<file path="src/rtl/int_to_float_seq_pkg.sv">
// ---------------------------------------------------------------------------
// int_to_float_seq_pkg
// Shared definitions for the sequential integer-to-float converter and for
// any future float blocks that reuse the rounding stage.
//   FP_BIAS / FP_EXP_W / FP_FRAC_W : IEEE-754 single-precision field constants
//   POS_W                          : width of the bit-position counter, wide
//                                    enough for positions 0..63
//   state_t                        : converter FSM states
// ---------------------------------------------------------------------------
package int_to_float_seq_pkg;

  localparam int FP_BIAS   = 127;
  localparam int FP_EXP_W  = 8;
  localparam int FP_FRAC_W = 23;
  localparam int POS_W     = 7;

  typedef enum logic [1:0] {
    ST_IDLE  = 2'd0,
    ST_NORM  = 2'd1,
    ST_ROUND = 2'd2,
    ST_DONE  = 2'd3
  } state_t;

endpackage

</file>
<file path="src/rtl/fp_round_rne.sv">
// ---------------------------------------------------------------------------
// fp_round_rne
// Combinational packer/rounder. Takes an already-normalised magnitude (its
// leading one removed), the position of that leading one and the sign, and
// builds the IEEE-754 single-precision word.
// Parameters:
//   IN_WIDTH   : width of the normalised magnitude (leading one included)
//   ROUND_MODE : 0 = round-to-nearest-even, 1 = truncate toward zero
// Ports:
//   i_sign      : sign bit of the result
//   i_frac_bits : magnitude bits below the leading one, MSB-aligned
//   i_pos       : bit position of the leading one (unbiased exponent)
//   o_word      : {sign, exp[7:0], frac[22:0]}
// ---------------------------------------------------------------------------
module fp_round_rne
  import int_to_float_seq_pkg::*;
#(
  parameter int IN_WIDTH   = 16,
  parameter int ROUND_MODE = 0
) (
  input  logic                i_sign,
  input  logic [IN_WIDTH-2:0] i_frac_bits,
  input  logic [POS_W-1:0]    i_pos,
  output logic [31:0]         o_word
);

  logic [IN_WIDTH+23:0]  w_ext;
  logic [FP_FRAC_W-1:0]  w_frac;
  logic                  w_guard;
  logic                  w_sticky;
  logic                  w_inc;
  logic [FP_FRAC_W:0]    w_frac_sum;
  logic [FP_EXP_W-1:0]   w_exp;

  // Padding the fraction bits with 25 zeros makes one slicing scheme work for
  // every width: narrow inputs get a zero-padded fraction with guard and
  // sticky falling into the padding (so they are always 0), while wide inputs
  // push real bits into guard and sticky.
  assign w_ext    = {i_frac_bits, 25'd0};
  assign w_frac   = w_ext[IN_WIDTH+23 -: FP_FRAC_W];
  assign w_guard  = w_ext[IN_WIDTH];
  assign w_sticky = |w_ext[IN_WIDTH-1:0];

  // Round up past the halfway point, or exactly at halfway when that makes
  // the fraction even.
  assign w_inc = (ROUND_MODE == 0) && w_guard && (w_sticky || w_frac[0]);

  // A carry out of the fraction leaves it all-zero and bumps the exponent;
  // the largest possible exponent (127 + 64) is far below the inf encoding.
  assign w_frac_sum = {1'b0, w_frac} + {{FP_FRAC_W{1'b0}}, w_inc};
  assign w_exp      = FP_EXP_W'(FP_BIAS) + {1'b0, i_pos}
                    + {{(FP_EXP_W-1){1'b0}}, w_frac_sum[FP_FRAC_W]};

  assign o_word = {i_sign, w_exp, w_frac_sum[FP_FRAC_W-1:0]};

endmodule

</file>
<file path="src/rtl/int_to_float_seq.sv">
// ---------------------------------------------------------------------------
// int_to_float_seq
// Sequential integer to IEEE-754 single-precision converter. An integer is
// accepted through a valid/ready handshake, normalised one bit per clock,
// rounded, and the 32-bit result is held until the consumer takes it.
// Parameters:
//   IN_WIDTH   : input integer width, 2..64
//   SIGNED     : 1 = two's complement input, 0 = unsigned
//   ROUND_MODE : 0 = round-to-nearest-even, 1 = truncate (only matters > 24b)
// Ports:
//   clk       : system clock, rising edge
//   rst_n     : asynchronous active-low reset
//   in_valid  : in_a is valid
//   in_ready  : converter is idle and can accept in_a
//   in_a      : integer to convert
//   out_valid : out_b holds a finished result
//   out_ready : consumer accepts out_b
//   out_b     : IEEE-754 single {sign, exp, frac}
// ---------------------------------------------------------------------------
module int_to_float_seq
  import int_to_float_seq_pkg::*;
#(
  parameter int IN_WIDTH   = 16,
  parameter int SIGNED     = 1,
  parameter int ROUND_MODE = 0
) (
  input  logic                clk,
  input  logic                rst_n,
  input  logic                in_valid,
  output logic                in_ready,
  input  logic [IN_WIDTH-1:0] in_a,
  output logic                out_valid,
  input  logic                out_ready,
  output logic [31:0]         out_b
);

  state_t              r_state;
  state_t              w_next_state;
  logic                r_sign;
  logic [IN_WIDTH-1:0] r_mag;
  logic [POS_W-1:0]    r_pos;
  logic [31:0]         r_out_b;

  logic                w_in_neg;
  logic [IN_WIDTH-1:0] w_in_mag;
  logic [31:0]         w_word;

  // Two's complement negation of the most negative value wraps back to
  // 2^(IN_WIDTH-1), which is exactly the magnitude wanted.
  assign w_in_neg = (SIGNED != 0) && in_a[IN_WIDTH-1];
  assign w_in_mag = w_in_neg ? (-in_a) : in_a;

  // State register.
  always_ff @(posedge clk or negedge rst_n) begin
    if (!rst_n) begin
      r_state <= ST_IDLE;
    end else begin
      r_state <= w_next_state;
    end
  end

  // Next-state logic. An input that is already normalised skips NORM, and
  // NORM leaves on the same edge as the shift that brings the leading one to
  // the MSB, so a nonzero result appears lz + 2 edges after acceptance.
  always_comb begin
    w_next_state = r_state;
    case (r_state)
      ST_IDLE: begin
        if (in_valid) begin
          if (w_in_mag == '0) begin
            w_next_state = ST_DONE;
          end else if (w_in_mag[IN_WIDTH-1]) begin
            w_next_state = ST_ROUND;
          end else begin
            w_next_state = ST_NORM;
          end
        end
      end
      ST_NORM: begin
        if (r_mag[IN_WIDTH-1] || r_mag[IN_WIDTH-2]) begin
          w_next_state = ST_ROUND;
        end
      end
      ST_ROUND: begin
        w_next_state = ST_DONE;
      end
      ST_DONE: begin
        if (out_ready) begin
          w_next_state = ST_IDLE;
        end
      end
      default: begin
        w_next_state = ST_IDLE;
      end
    endcase
  end

  // Handshake outputs follow the state directly, so an asynchronous reset
  // drops out_valid and raises in_ready immediately.
  always_comb begin
    in_ready  = 1'b0;
    out_valid = 1'b0;
    case (r_state)
      ST_IDLE: in_ready  = 1'b1;
      ST_DONE: out_valid = 1'b1;
      default: begin
        in_ready  = 1'b0;
        out_valid = 1'b0;
      end
    endcase
  end

  // Datapath: capture on accept, shift toward the MSB while normalising, and
  // register the packed word. out_b is only written on accept of a zero or
  // in ROUND, so it stays put through DONE and after the consumer takes it.
  always_ff @(posedge clk or negedge rst_n) begin
    if (!rst_n) begin
      r_sign  <= 1'b0;
      r_mag   <= '0;
      r_pos   <= '0;
      r_out_b <= '0;
    end else begin
      case (r_state)
        ST_IDLE: begin
          if (in_valid) begin
            r_sign <= w_in_neg;
            r_mag  <= w_in_mag;
            r_pos  <= POS_W'(IN_WIDTH-1);
            if (w_in_mag == '0) begin
              r_out_b <= '0;
            end
          end
        end
        ST_NORM: begin
          if (!r_mag[IN_WIDTH-1]) begin
            r_mag <= r_mag << 1;
            r_pos <= r_pos - POS_W'(1);
          end
        end
        ST_ROUND: begin
          r_out_b <= w_word;
        end
        default: begin
          r_out_b <= r_out_b;
        end
      endcase
    end
  end

  fp_round_rne #(
    .IN_WIDTH   (IN_WIDTH),
    .ROUND_MODE (ROUND_MODE)
  ) u_round (
    .i_sign      (r_sign),
    .i_frac_bits (r_mag[IN_WIDTH-2:0]),
    .i_pos       (r_pos),
    .o_word      (w_word)
  );

  assign out_b = r_out_b;

endmodule

</file>
<file path="config.mk">
export PLATFORM = sky130hd
export DESIGN_NAME = int_to_float_seq
export DESIGN_NICKNAME = d
export VERILOG_FILES = /design/src/rtl/int_to_float_seq_pkg.sv /design/src/rtl/fp_round_rne.sv /design/src/rtl/int_to_float_seq.sv
export SDC_FILE = /design/constraint.sdc
export NUM_CORES = 1
export LEC_CHECK = 0
export CAP_MARGIN = 20
export CORE_MARGIN = 4
export CORE_UTILIZATION = 42
export DETAILED_ROUTE_END_ITERATION = 10
export PLACE_DENSITY = 0.71
export SLEW_MARGIN = 20
export SYNTH_ARGS = -nofsm -noshare
export SYNTH_HDL_FRONTEND = slang
export SYNTH_SLANG_ARGS = --single-unit
</file>
<file path="constraint.sdc">
create_clock -name clk -period 7.4 [get_ports clk]
set_clock_uncertainty 0.05 [all_clocks]
set_input_delay 1.48 -clock clk [delete_from_list [all_inputs] [get_ports clk]]
set_output_delay 1.48 -clock clk [all_outputs]
set_load 0.02 [all_outputs]
</file>
==> flow_summary.yaml <==
global_routing:
  grt_max_degree: 51
  grt_use_total_pct: 15.3
  grt_pass1_wl_um: 11000
  grt_pass1_vias: 2305
  antenna_found_initial: 0
  grt-ovfl-total: 0
synthesis:
  syn_avg_cell_area_um2: 9.60
  synth-seq-cells: 50
  synthTopCellsByArea: "dfrtp_1 (40%), a32o_2 (8.7%), o21ai_0 (4.4%)"
  yosysUniqueCellTypes: 61
  yosys.area.top_type: "dfrtp_1"
  synth_most_common_cell: "dfrtp_1"
  synth_ff_type: "dfrtp_1"
  synth_seq_area_share_pct: 40.4
  netlist_instances: 323
  synth-edff-count: 0
  syn_area_um2: 3100
  synthTopCellsByCount: "dfrtp_1 (50), nand2_1 (30), nor2_1 (29)"
  synth-warning-count: 0
  synthArstFlopShare_pct: 100
  synth_top_area_share_pct: 40.4
die:
  fp.dieH_um: 93.9
  die_w_um: 93.9
  pin_count: 54
  die_area_um2: 8820
  initial_core_util_pct: 43.0
  num_rows: 31
  core_um2: 7210
power:
  p_sw_mw: 0.491
  power_leakage_nw: 1.57
  power_frac_comb_pct: 49.2
  worst_ir_drop_vdd_mv: 0.169
  seqPwrFrac_pct: 37.3
  clkPwrFrac_pct: 13.5
  power.density_nw_per_um2: 337
  swShare_pct: 40.8
  internal_power_mw: 0.712
drt:
  drt_pass1_iterations: 4
  drt.antenna.violating_nets: 0
  wl_um: 6510
  drt-wirelength-per-cell_um: 14.4
  drt_iter0_markers: 156
  viasPerCell: 5.45
  vias: 2469
  route.detailed.drc: 0
timing:
  period_share_pct: 67.1
  fmax_ghz: 0.201
  period_minus_slack_ns: 4.97
  slew_violations: 0
  rsz0062_at_grt: "false"
  max-slew-margin-rel_pct: 33.4
  setup_tns_ns: 0
  hold_viol_final: 0
  setup_violations: 0
  worst_slack_ns: 2.43
  tightest_slew_ns: 0.998
finish:
  utilization_pct: 49.4
  antenna_cells: 0
  drive_gt1_share_pct: 13.8
  final_area_um2: 3570
  final_cells: 453
  area_growth_pct: 15.0
  fin_nets: 379
clocking:
  clockRootBuffer: "clkbuf_8"
  cts_tree: "done"
  clock_latency_ns: 0.30
  cts_hold_buf: 0
  cts_buffers: 5
  cts_sinks: 50
  cts_resized: 0
  cts_setup_buffers: 0
  clk_pin_slew_ns: 0.09
  clockBufferDepth: 2
  h-tree-depth: 2
placed_design:
  post-place-ws_ns: 2.08
  dp.cells: 445
  dp_hpwl_um: 4760
  io_buffers: 45
  gp_congestion: 0.871
  dpl_cell_area_um2: 3470
worst_setup_path:
  cp.required_ns: 7.54
  critPathKind: "input port to flop"
  path_cells: "clkdlybuf4s50_1, inv_1, ha_1, nor4b_2, nand4b_1, o32a_2, o21a_2, nor4_2, nand3_1, a32o_2"
  critPathArrivalTime_ns: 5.10
  slowest_delay_ns: 0.70
  critPathCaptureType: "flop"
  cp-start-kind: "input port"
  path_max_fanout: 24
  cpMaxStageDelayCell: "nand3_1"
worst_hold_path:
  hold_path_class: "flop to flop"
flow_run:
  max-cap-violations: 0
outcome:
  status: "finished clean"
==> state kept, by name, indices dropped and copies added, names as in the netlist <==
| register | flops |
|---|---|
| r_pos | 7 |
| r_sign | 1 |
| out_b | 24 |
| r_mag | 16 |
| r_state | 2 |
==> stage by stage <==
stage	hold slack, ns	total power [mW]
4_1_cts	0.470	1.21
3_5_place_dp	0.449	1.05
5_1_grt	0.493	1.30
2_1_floorplan	0.411	0.870
6_report	0.468	1.20
3_3_place_gp	0.430	1.04
==> routing by layer <==
layer | wire length, µm | part of all wire [%] | track usage (%)
met1 | 3220 | 50 | 22.4
met2 | 2930 | 45 | 23.3
met3 | 293 | 4.5 | 2.08
met4 | 63 | 0.97 | 4.57
met5 | 0 | 0 | 0
==> logic make-up (layout without fill, tap and decap cells) <==
family                   after synthesis  count (layout)  synth area share (%)
flip-flops                            50              50                  40.4
other                                  1               8                 0.121
buffers and inverters                 44              68                  9.28
multiplexers                           6               6                  2.02
AO/OA/AOI/OAI                        100             100                  24.8
AND/OR/NAND/NOR                       98              98                  15.9
adder cells (fa/ha/maj)                6               6                  2.42
XOR/XNOR                              18              18                  5.08
==> layout by cell type, fill, tap and decap left out, drive strengths merged, types with 8 or more instances in the layout <==
| cell type | instances |
|---|---|
| dfrtp | 50 |
| xor2 | 12 |
| o21ai | 29 |
| clkdlybuf4s50 | 44 |
| conb | 8 |
| a21oi | 12 |
| a32o | 24 |
| nand2 | 30 |
| a31oi | 11 |
| inv | 13 |
| nor2 | 30 |
==> worst paths after layout <==
| path | slack (ns) | cells past startpoint | start | to |
|---|---|---|---|---|
| min | 0.47 | 1 | r_mag[14] | out_b[22] |
| max reg2reg | 4.55 | 7 | r_state[1] | r_mag[14] |
| max | 2.43 | 10 | in_a[0] | out_b[17] |
| min reg2reg | 0.47 | 1 | r_mag[14] | out_b[22] |
| max in group asynchronous | 5.75 | 1 | rst_n | out_b[18] |
| min in group asynchronous | 1.13 | 1 | rst_n | out_b[29] |
==> layout make-up <==
class / instances / area (µm²)
Multi-Input combinational cell: 236 / 1590
Sequential cell: 50 / 1250
Tap cell: 99 / 124
Clock buffer: 6 / 82.6
Inverter: 14 / 52.6
Fill cell: 674 / 3650
Clock inverter: 2 / 12.5
Timing Repair Buffer: 46 / 455
==> worst max-delay path: cells and delay by family <==
family	cells	cell delay, ns
AOI/OAI and AO/OA	3	1.17
adders and majority gates	1	0.22
buffers and inverters	2	0.58
and+or+nand+nor	4	1.63
==> power groups by stage <==
stage,clock network (mW),logic (mW),registers (mW)
final,0.162,0.592,0.449
after global routing,0.175,0.661,0.464
after CTS,0.167,0.597,0.449
after detailed placement,0,0.596,0.456
after global placement,0,0.586,0.451
after floorplan,0,0.377,0.493
(Power assumes the default switching activity.)
